<file path="src/rtl/decoder_sweep_if.sv">
// Decode/sweep request and one-hot select bundle.
// master drives requests, slave returns selects.
interface decoder_sweep_if #(
  parameter int SEL_W = 3
);
  localparam int N = 1 << SEL_W;

  logic             en;
  logic [SEL_W-1:0] sel;
  logic             sweep_start;
  logic [N-1:0]     d;
  logic             busy;
  logic             done;

  modport master (
    output en,
    output sel,
    output sweep_start,
    input  d,
    input  busy,
    input  done
  );

  modport slave (
    input  en,
    input  sel,
    input  sweep_start,
    output d,
    output busy,
    output done
  );
endinterface

</file>
<file path="src/rtl/decoder_sweep.sv">
// Registered N-to-2^N one-hot write-select decoder
// with a one-hot sweep mode for register-file clear.
module decoder_sweep #(
  parameter int SEL_W    = 3,
  parameter bit MASK_TOP = 1'b0
) (
  input  logic           clk,
  input  logic           reset,
  decoder_sweep_if.slave bus
);
  localparam int N = 1 << SEL_W;
  localparam logic [SEL_W-1:0] LAST = {SEL_W{1'b1}};

  typedef enum logic {
    IDLE,
    SWEEP
  } state_t;

  state_t           state_q, state_d;
  logic [SEL_W-1:0] cnt_q, cnt_d;
  logic [N-1:0]     d_q, d_d;
  logic             busy_q, busy_d;
  logic             done_q, done_d;
  logic [SEL_W-1:0] cnt_inc;

  // Top line can be a hard-wired zero register.
  function automatic logic [N-1:0] onehot(
    input logic [SEL_W-1:0] idx
  );
    logic [N-1:0] r;
    r      = '0;
    r[idx] = 1'b1;
    if (MASK_TOP) r[N-1] = 1'b0;
    return r;
  endfunction

  assign cnt_inc = cnt_q + SEL_W'(1);

  always_comb begin
    state_d = state_q;
    cnt_d   = cnt_q;
    d_d     = '0;
    busy_d  = 1'b0;
    done_d  = 1'b0;
    unique case (state_q)
      IDLE: begin
        if (bus.sweep_start) begin
          state_d = SWEEP;
          cnt_d   = '0;
          d_d     = onehot('0);
          busy_d  = 1'b1;
        end else if (bus.en) begin
          d_d = onehot(bus.sel);
        end
      end
      SWEEP: begin
        if (cnt_q == LAST) begin
          state_d = IDLE;
          cnt_d   = '0;
        end else begin
          cnt_d  = cnt_inc;
          d_d    = onehot(cnt_inc);
          busy_d = 1'b1;
          done_d = (cnt_inc == LAST);
        end
      end
      default: begin
        state_d = IDLE;
        cnt_d   = '0;
      end
    endcase
  end

  always_ff @(posedge clk or posedge reset) begin
    if (reset) begin
      state_q <= IDLE;
      cnt_q   <= '0;
      d_q     <= '0;
      busy_q  <= 1'b0;
      done_q  <= 1'b0;
    end else begin
      state_q <= state_d;
      cnt_q   <= cnt_d;
      d_q     <= d_d;
      busy_q  <= busy_d;
      done_q  <= done_d;
    end
  end

  assign bus.d    = d_q;
  assign bus.busy = busy_q;
  assign bus.done = done_q;
endmodule
</file>
<file path="src/flat_wrapper.sv">
// flat-port wrapper written by rule: the top's interface ports become plain ports
module decoder_sweep_flat 
#(
  parameter int SEL_W    = 3,
  parameter bit MASK_TOP = 1'b0
)
  (clk, reset, bus_en, bus_sel, bus_sweep_start, bus_d, bus_busy, bus_done);
  decoder_sweep_if #(.SEL_W(SEL_W)) bus_i ();
  input  logic clk;
  input  logic reset;
  input wire logic [$bits(bus_i.en)-1:0] bus_en;
  input wire logic [$bits(bus_i.sel)-1:0] bus_sel;
  input wire logic [$bits(bus_i.sweep_start)-1:0] bus_sweep_start;
  output wire logic [$bits(bus_i.d)-1:0] bus_d;
  output wire logic [$bits(bus_i.busy)-1:0] bus_busy;
  output wire logic [$bits(bus_i.done)-1:0] bus_done;
  assign bus_i.en = bus_en;
  assign bus_i.sel = bus_sel;
  assign bus_i.sweep_start = bus_sweep_start;
  assign bus_d = bus_i.d;
  assign bus_busy = bus_i.busy;
  assign bus_done = bus_i.done;
  decoder_sweep #(.SEL_W(SEL_W), .MASK_TOP(MASK_TOP)) u_core (.clk(clk), .reset(reset), .bus(bus_i));
endmodule
</file>
<file path="config.mk">
export PLATFORM = sky130hd
export DESIGN_NAME = decoder_sweep_flat
export DESIGN_NICKNAME = d
export VERILOG_FILES = /design/src/rtl/decoder_sweep_if.sv /design/src/rtl/decoder_sweep.sv /design/src/flat_wrapper.sv
export SDC_FILE = /design/constraint.sdc
export NUM_CORES = 1
export LEC_CHECK = 0
export BUFFER_PORTS_ARGS = -buffer_cell sky130_fd_sc_hd__clkbuf_2
export CORE_AREA = 2 2 39 41
export DETAILED_ROUTE_END_ITERATION = 16
export DIE_AREA = 0 0 41 43
export PLACE_DENSITY_LB_ADDON = 0.15
export SLEW_MARGIN = 0
export SYNTH_ARGS = -nofsm -noshare
export SYNTH_HDL_FRONTEND = slang
export SYNTH_SLANG_ARGS = --single-unit
</file>
<file path="constraint.sdc">
create_clock -name clk -period 1.8 [get_ports clk]
set_input_delay 0.36 -clock clk [delete_from_list [all_inputs] [get_ports clk]]
set_output_delay 0.36 -clock clk [all_outputs]
set_load 0.01 [all_outputs]
</file>
==> flow_summary.ini, run 1 <==
[run_status]
status = finished clean

[sta]
max_freq_mhz = 640
rsz0062_at_grt = false
max_slew_margin = 0.666
setup_tns_ns = 0
period_needed_ns = 1.56
timing.final.crit_share = 0.868
finalHoldViolations = 0
final-setup-viol-count = 0
tightest_slew_ns = 0.500
skew_ns = 0.000992
maxSlewViolCount = 0

[floorplanning]
rows = 14
core_sq_um = 1380
die_h_microns = 43
io_pins = 17
dieArea_sq_um = 1760
start_util = 0.436
die_w_microns = 41

[cells_and_area]
final_cell_mix = clkbuf_2 (16), dfrtp_1 (13), nand2_1 (6), o22ai_1 (5)
diodes = 0
layout_commonest_cell = clkbuf_2
utilization = 0.528
drive_above_1_share = 0.400
nNetsFinal = 82
synthToLayoutAreaGrowth_pct = 21.2

[pwr]
p_comb_frac = 0.486
power.leakage_nw = 0.381
p_seq_frac = 0.371
ir_worst_vdd_v = 0.000873
switching_share = 0.404
p_clk_frac = 0.144
power.internal_mw = 0.757
p_sw_mw = 0.514
powerDensity_nw_per_um2 = 1740

[grt]
antenna_found_initial = 0
grt_start_max_net_pins = 14
first_global_vias = 468
overflow = 0
grt_usage = 0.177
grt_pass1_wl_microns = 2080

[placed_design]
place_congestion = 0.792
portBuffers = 16
dp_hpwl_microns = 900

[worst_setup_path]
crit_required_ns = 1.98
critPathLaunchType = flip-flop
worstSetupEndpointType = flip-flop
ff2ff_path_depth = 5
startpoint = u_core.cnt_q[0]
critical_path_arrival_ns = 1.75
worstPathMaxFanout = 4
rr_endpoint = u_core.bus.d[2]
regToRegStartpoint = u_core.cnt_q[0]
ff2ff_setup_slack_ns = 0.24
crit_type = reg2reg

[route]
top_layer = met4
wl_microns = 1220
dr.pass1.iters = 4
route.detailed.drc = 0
ant_nets = 0
routed-wl-met2_microns = 603
wl_met1_microns = 527
vias_per_cell = 5.48
dr.first_iter.drc_count = 6
dr_wl_met3_microns = 69
wire_per_inst_microns = 14.2
num_vias = 471

[synthesis]
synth-seq-cells = 13
synth_area_sq_um = 603
synth_top_cell_area_share = 0.539
yosys_warnings = 0
syn_inst = 50
synth.area.top_cells = dfrtp_1 (54%), ha_1 (8.3%), o32ai_2 (8.1%)
yosys.cell_types.count = 19
ys_seq_area_frac = 0.539
syn_area_per_cell_sq_um = 12.1
synth_top_area_cell = dfrtp_1
synth_nets = 61

[clock_network]
cts_buffer_depth = 2
cts_root_buffer = clkbuf_4
cts_setup_buffers = 0
cts_buffers = 3
clk_pin_slew_ns = 0.08
cts-hold-fix-buffers = 0
cts_resized = 0
cts.sinks = 13
insertion_delay_ns = 0.28
cts.htree.levels = 1
cts_tree = built

[min_path]
holdCritPathClass = in2async

[job]
max_cap_violations = 0
==> registers in the layout, summed over array words and instances (netlist names) <==
signal           flops
u_core.bus.d         8
u_core.cnt_q         3
u_core.bus.done      1
u_core.state_q       1
==> logic make-up (layout without fill, tap and decap cells) <==
group                      after synthesis  in the layout  share of synthesized area
buffers and inverters                    3             23                     0.0187
AOI/OAI and AO/OA                       12             12                      0.181
adders and majority gates                4              4                     0.0830
and+or+nand+nor                         18             18                      0.178
DFF                                     13             13                      0.539
==> area by class of cell <==
| type | count | area, sq um |
|---|---|---|
| well taps | 16 | 20.0 |
| clock inverters | 1 | 5.00 |
| flip-flops and latches | 13 | 325 |
| clock buffers | 3 | 22.5 |
| inverters | 3 | 11.3 |
| fillers | 142 | 653 |
| repair buffers | 16 | 80.1 |
| multi-input cells | 34 | 267 |
==> metrics by stage <==
| stage | cell area (sq um) | worst slack, ns | cells | hold slack (ns) | total power [mW] |
|---|---|---|---|---|---|
| 3_5_place_dp | 703 | 0.279 | 82 | 0.388 | 1.10 |
| 6_report | 731 | 0.238 | 86 | 0.0719 | 1.27 |
| 3_3_place_gp | 703 | 0.317 | 82 | 0.386 | 1.08 |
| 2_1_floorplan | 603 | 0.385 | 50 | 0.237 | 0.912 |
| 4_1_cts | 731 | 0.227 | 86 | 0.0857 | 1.28 |
| 5_1_grt | 731 | 0.165 | 86 | 0.113 | 1.39 |
==> power groups by stage <==
stage | sequential, mW | clock (mW) | combinational, mW
floorplan | 0.505 | 0 | 0.407
global placement | 0.473 | 0 | 0.611
detailed placement | 0.476 | 0 | 0.622
CTS | 0.472 | 0.186 | 0.626
global route | 0.489 | 0.207 | 0.691
finish | 0.471 | 0.182 | 0.618
==> worst max-delay path: stages (launching register included) <==
cell	delay [ns]
dfrtp_1	0.42
ha_1	0.24
ha_1	0.20
and2b_4	0.29
nand2_2	0.09
o32ai_2	0.22
==> how the worst max path moves through the flow <==
stage	end	slack (ns)	cells after the start
6_report	u_core.bus.d[2]	0.24	5
2_1_floorplan	u_core.bus.d[2]	0.38	5
5_1_grt	u_core.bus.d[2]	0.16	5
3_3_place_gp	u_core.bus.d[2]	0.32	5
4_1_cts	u_core.bus.d[2]	0.23	5
3_5_place_dp	u_core.bus.d[2]	0.28	5
==> synthesized netlist by cell type <==
library cell	instances
dfrtp_1	13
nand2_1	6
o22ai_1	5
ha_1	4
nand2b_1	4
inv_1	3
o32ai_2	3
a21o_1	1
a21oi_1	1
a22o_1	1
and2b_4	1
and3_1	1
nand2_2	1
nand2_4	1
nand3_2	1
nor2_1	1
nor2_2	1
nor2b_1	1
o31ai_1	1
==> layer usage <==
layer / vias up / GRT usage
met5: - / 0
met4: 0 / 0.0800
met2: 18 / 0.259
met1: 228 / 0.245
met3: 4 / 0.0314
li1: 221 / -
No activity file was read; power rests on OpenSTA's default activity.
==> run 2, diff against run 1 <==
--- a/config.mk
+++ b/config.mk
@@ -6,11 +6,13 @@
 export NUM_CORES = 1
 export LEC_CHECK = 0
 export BUFFER_PORTS_ARGS = -buffer_cell sky130_fd_sc_hd__clkbuf_2
-export CORE_AREA = 2 2 39 41
+export CELL_PAD_IN_SITES_DETAIL_PLACEMENT = 2
+export CELL_PAD_IN_SITES_GLOBAL_PLACEMENT = 2
+export CORE_UTILIZATION = 31
 export DETAILED_ROUTE_END_ITERATION = 16
-export DIE_AREA = 0 0 41 43
 export PLACE_DENSITY_LB_ADDON = 0.15
-export SLEW_MARGIN = 0
+export RECOVER_POWER = 50
+export SLEW_MARGIN = 10
 export SYNTH_ARGS = -nofsm -noshare
 export SYNTH_HDL_FRONTEND = slang
 export SYNTH_SLANG_ARGS = --single-unit
==> flow_summary.ini, run 2 (synthesis results as in run 1) <==
[run_status]
status = finished clean

[pwr]
power.leakage_nw = 0.362
powerDensity_nw_per_um2 = 1770
finalPower_mw = 1.30
ir_worst_vdd_v = 0.000760

[route]
dr.pass1.iters = 4
dr.first_iter.drc_count = 10
ant_nets = 0
vias_per_cell = 4.95
num_vias = 470
wl_microns = 1440
wire_per_inst_microns = 15.2
route.detailed.drc = 0

[cells_and_area]
largest_reg_flops = 8
diodes = 0
drive_above_1_share = 0.314
synthToLayoutAreaGrowth_pct = 21.8
nNetsFinal = 82
final_cells = 95
final_cell_mix = dfrtp_1 (13), clkbuf_2 (11), nand2_1 (6), clkbuf_1 (6), o22ai_1 (5)
fillers = 219
layout_commonest_cell = dfrtp_1
final_area_sq_um = 734

[clock_network]
cts_setup_buffers = 0
cts.sinks = 13
cts-hold-fix-buffers = 0
cts_root_buffer = clkbuf_4
cts_tree = built
insertion_delay_ns = 0.29
clk_pin_slew_ns = 0.08
cts_buffer_depth = 2
cts_buffers = 3
cts.htree.levels = 1
cts_resized = 0

[placed_design]
dp_hpwl_microns = 1100
portBuffers = 16
placed_area_sq_um = 714
place_inst = 91
place_congestion = 0.719

[floorplanning]
start_util = 0.338
io_pins = 17
core_sq_um = 1780
die_h_microns = 46.1
die_w_microns = 46.1
rows = 15
dieArea_sq_um = 2130

[min_path]
holdCritPathClass = in2async

[sta]
setup_tns_ns = 0
rsz0062_at_grt = false
period_needed_ns = 1.57
skew_ns = 0.00229
max_freq_mhz = 638
whs_ns = 0.0673
finalHoldViolations = 0
maxSlewViolCount = 0
final-setup-viol-count = 0
tightest_slew_ns = 0.512
max_slew_margin = 0.658
timing.final.crit_share = 0.871

[grt]
antenna_found_initial = 0
first_global_vias = 477
grt_usage = 0.166
grt_pass1_wl_microns = 2350
grt_start_max_net_pins = 14
overflow = 0

[worst_setup_path]
critical_path_arrival_ns = 1.77
worstSetupEndpointType = flip-flop
worstPathMaxFanout = 4
critPathLaunchType = flip-flop
crit_type = reg2reg
crit_required_ns = 2.00

[job]
max_cap_violations = 0
[run 2: area by class of cell]
class                           count  area (sq um)  share of cell area
Sequential cell                    13           325               0.443
Clock buffer                        4          26.3              0.0358
Multi-Input combinational cell     34           267               0.363
Inverter                            3          11.3              0.0153
Tap cell                           25          31.3              0.0426
Timing Repair Buffer               16          73.8               0.101
[run 2: critical path, stage by stage (launching register included)]
cell     delay, ns
dfrtp_1       0.43
ha_1          0.24
ha_1          0.19
and2b_4       0.29
nand2_2       0.10
o32ai_2       0.22
[run 2: per-stage QoR]
| stage | setup WS, ns | util |
|---|---|---|
| detailed placement | 0.271 | 0.401 |
| global route | 0.149 | 0.412 |
| CTS | 0.230 | 0.415 |
| finish | 0.232 | 0.412 |
| floorplan | 0.385 | - |
| global placement | 0.316 | 0.401 |
[run 2: final timing paths]
kind / start / end / slack, ns / cells past startpoint
min in group clk: bus_sel[1] / u_core.bus.d[1] / 0.34 / 2
setup reg to reg: u_core.cnt_q[0] / u_core.bus.d[2] / 0.23 / 5
hold reg to reg: u_core.cnt_q[1] / u_core.cnt_q[1] / 0.54 / 2
hold / removal: reset / u_core.cnt_q[1] / 0.07 / 2
max in group asynchronous: reset / u_core.bus.d[1] / 1.39 / 2
setup / recovery: u_core.cnt_q[0] / u_core.bus.d[2] / 0.23 / 5
[run 2: layer usage]
metal | vias to the layer above | part of all wire | global-route usage
met4 | 0 | 0.019 | 0.0882
met5 | - | 0 | 0
met3 | 3 | 0.043 | 0.0353
met2 | 19 | 0.50 | 0.265
met1 | 232 | 0.43 | 0.207
li1 | 216 | - | -
[run 2: power by group]
group	internal [mW]	leakage, nW	switching [mW]	total [mW]
clock network	0.0864	0.0150	0.105	0.191
registers	0.404	0.169	0.0656	0.469
logic	0.263	0.178	0.377	0.640
total	0.753	0.362	0.547	1.30
==> run 3, diff against run 2 <==
--- a/config.mk
+++ b/config.mk
@@ -12,6 +12,7 @@
 export DETAILED_ROUTE_END_ITERATION = 16
 export PLACE_DENSITY_LB_ADDON = 0.15
 export RECOVER_POWER = 50
+export SETUP_SLACK_MARGIN = 0.4
 export SLEW_MARGIN = 10
 export SYNTH_ARGS = -nofsm -noshare
 export SYNTH_HDL_FRONTEND = slang
==> flow_summary.ini, run 3 (synthesis results as in run 1) <==
[run_status]
status = finished clean

[sta]
timing.final.crit_share = 0.787
setup_tns_ns = 0
finalHoldViolations = 0
max_slew_margin = 0.668
period_needed_ns = 1.42
max_freq_mhz = 706
whs_ns = 0.0791
maxSlewViolCount = 0
final-setup-viol-count = 0
tightest_slew_ns = 0.497
skew_ns = 0.00160
rsz0062_at_grt = true

[floorplanning]
dieArea_sq_um = 2130
die_w_microns = 46.1
start_util = 0.338
rows = 15
die_h_microns = 46.1
io_pins = 17
core_sq_um = 1780

[route]
ant_nets = 0
dr.first_iter.drc_count = 3
dr.pass1.iters = 3
route.detailed.drc = 0
wire_per_inst_microns = 15.8
wl_microns = 1560
num_vias = 481
vias_per_cell = 4.86

[pwr]
switching_share = 0.406
power.internal_mw = 0.895
p_clk_frac = 0.118
power.leakage_nw = 0.387
ir_worst_vdd_v = 0.000718
p_seq_frac = 0.317
p_sw_mw = 0.611
p_comb_frac = 0.564
powerDensity_nw_per_um2 = 1850

[cells_and_area]
utilization = 0.457
layout_commonest_cell = dfrtp_1
fillers = 195
drive_above_1_share = 0.419
final_cell_mix = dfrtp_1 (13), clkbuf_2 (11), nand2_1 (6), clkbuf_1 (6), o22ai_1 (5)
nNetsFinal = 86
largest_reg_flops = 8
synthToLayoutAreaGrowth_pct = 35.1
diodes = 0

[clock_network]
cts-hold-fix-buffers = 0
clk_pin_slew_ns = 0.08
cts_root_buffer = clkbuf_4
insertion_delay_ns = 0.27
cts_buffer_depth = 2
cts_buffers = 3
cts.sinks = 13
cts_tree = built
cts.htree.levels = 1

[grt]
overflow = 0
use_met1 = 0.227
gr-usage-met3 = 0.0353
busiest_layer = met2
antenna_found_initial = 0
grt_usage = 0.173
grt_start_max_net_pins = 14
first_global_vias = 526
grt_use_met2 = 0.293
grt_pass1_wl_microns = 2520

[worst_setup_path]
regToRegStartpoint = u_core.cnt_q[1]
critPathLaunchType = flip-flop
startpoint = u_core.cnt_q[1]
crit_type = reg2reg
critical_path_arrival_ns = 1.60
crit_required_ns = 1.98
worstPathMaxFanout = 5
worstSetupEndpointType = flip-flop

[placed_design]
portBuffers = 16
place_congestion = 0.720
dp_hpwl_microns = 1100

[min_path]
holdCritPathClass = in2async

[job]
max_cap_violations = 0
## run 3: cell types whose count changed in the layout (fill, tap and decap cells not counted)
cell / before / now
buf_4: 0 / 4
ha_1: 4 / 1
ha_4: 0 / 3
inv_1: 3 / 2
inv_2: 0 / 1
nand2_2: 1 / 0
nand2_4: 1 / 2
nand2b_1: 4 / 3
nand2b_4: 0 / 1
## run 3: what timing repair did
item | in CTS | in global routing
buffers inserted | 3 | 1
endpoints found under the setup margin | 8 | 10
gates cloned | 0 | 0
gates resized for setup | 3 | 5
endpoints found under the hold margin | 0 | 0
## run 3: layer usage
metal	up-vias	share of wire
li1	224	-
met1	238	0.45
met2	17	0.50
met3	2	0.046
met4	0	0.0051
met5	-	0
## run 3: critical path, cell delays in order, from the launching register on
cell and delay (ns):
dfrtp_1 0.42, ha_4 0.19, ha_4 0.16, and2b_4 0.28, nand2_4 0.08, o32ai_2 0.20
## run 3: area by class of cell
cell class                 instances  area (sq um)  share of cell area
clock buffer                       4          26.3              0.0323
inverter                           3          11.3              0.0138
timing repair buffer              20           104               0.127
multi-input combinational         34           317               0.389
tap                               25          31.3              0.0384
sequential                        13           325               0.399
## run 3: final timing paths
path / cells past startpoint / to / slack, ns
worst max register to register: 5 / u_core.bus.d[3] / 0.38
worst max-delay path: 5 / u_core.bus.d[3] / 0.38
worst min-delay path: 2 / u_core.bus.done / 0.08
worst min register to register: 1 / u_core.bus.d[0] / 0.59
max in group asynchronous: 2 / u_core.bus.d[7] / 1.39
min in group clk: 2 / u_core.bus.d[1] / 0.35
## run 3: power groups by stage
| stage | Combinational (mW) | Clock (mW) | Sequential, mW |
|---|---|---|---|
| floorplan | 0.407 | 0 | 0.506 |
| global placement | 0.631 | 0 | 0.473 |
| detailed placement | 0.635 | 0 | 0.479 |
| CTS | 0.747 | 0.185 | 0.467 |
| global route | 0.907 | 0.199 | 0.490 |
| finish | 0.850 | 0.179 | 0.478 |
## run 3: per-stage QoR
stage,setup WS (ns),total power [mW],area (sq um),cells
final,0.384,1.51,815,99
after global routing,0.351,1.60,815,99
after CTS,0.390,1.40,783,98
after detailed placement,0.313,1.11,717,91
after global placement,0.336,1.10,717,91
after floorplan,0.412,0.913,606,50
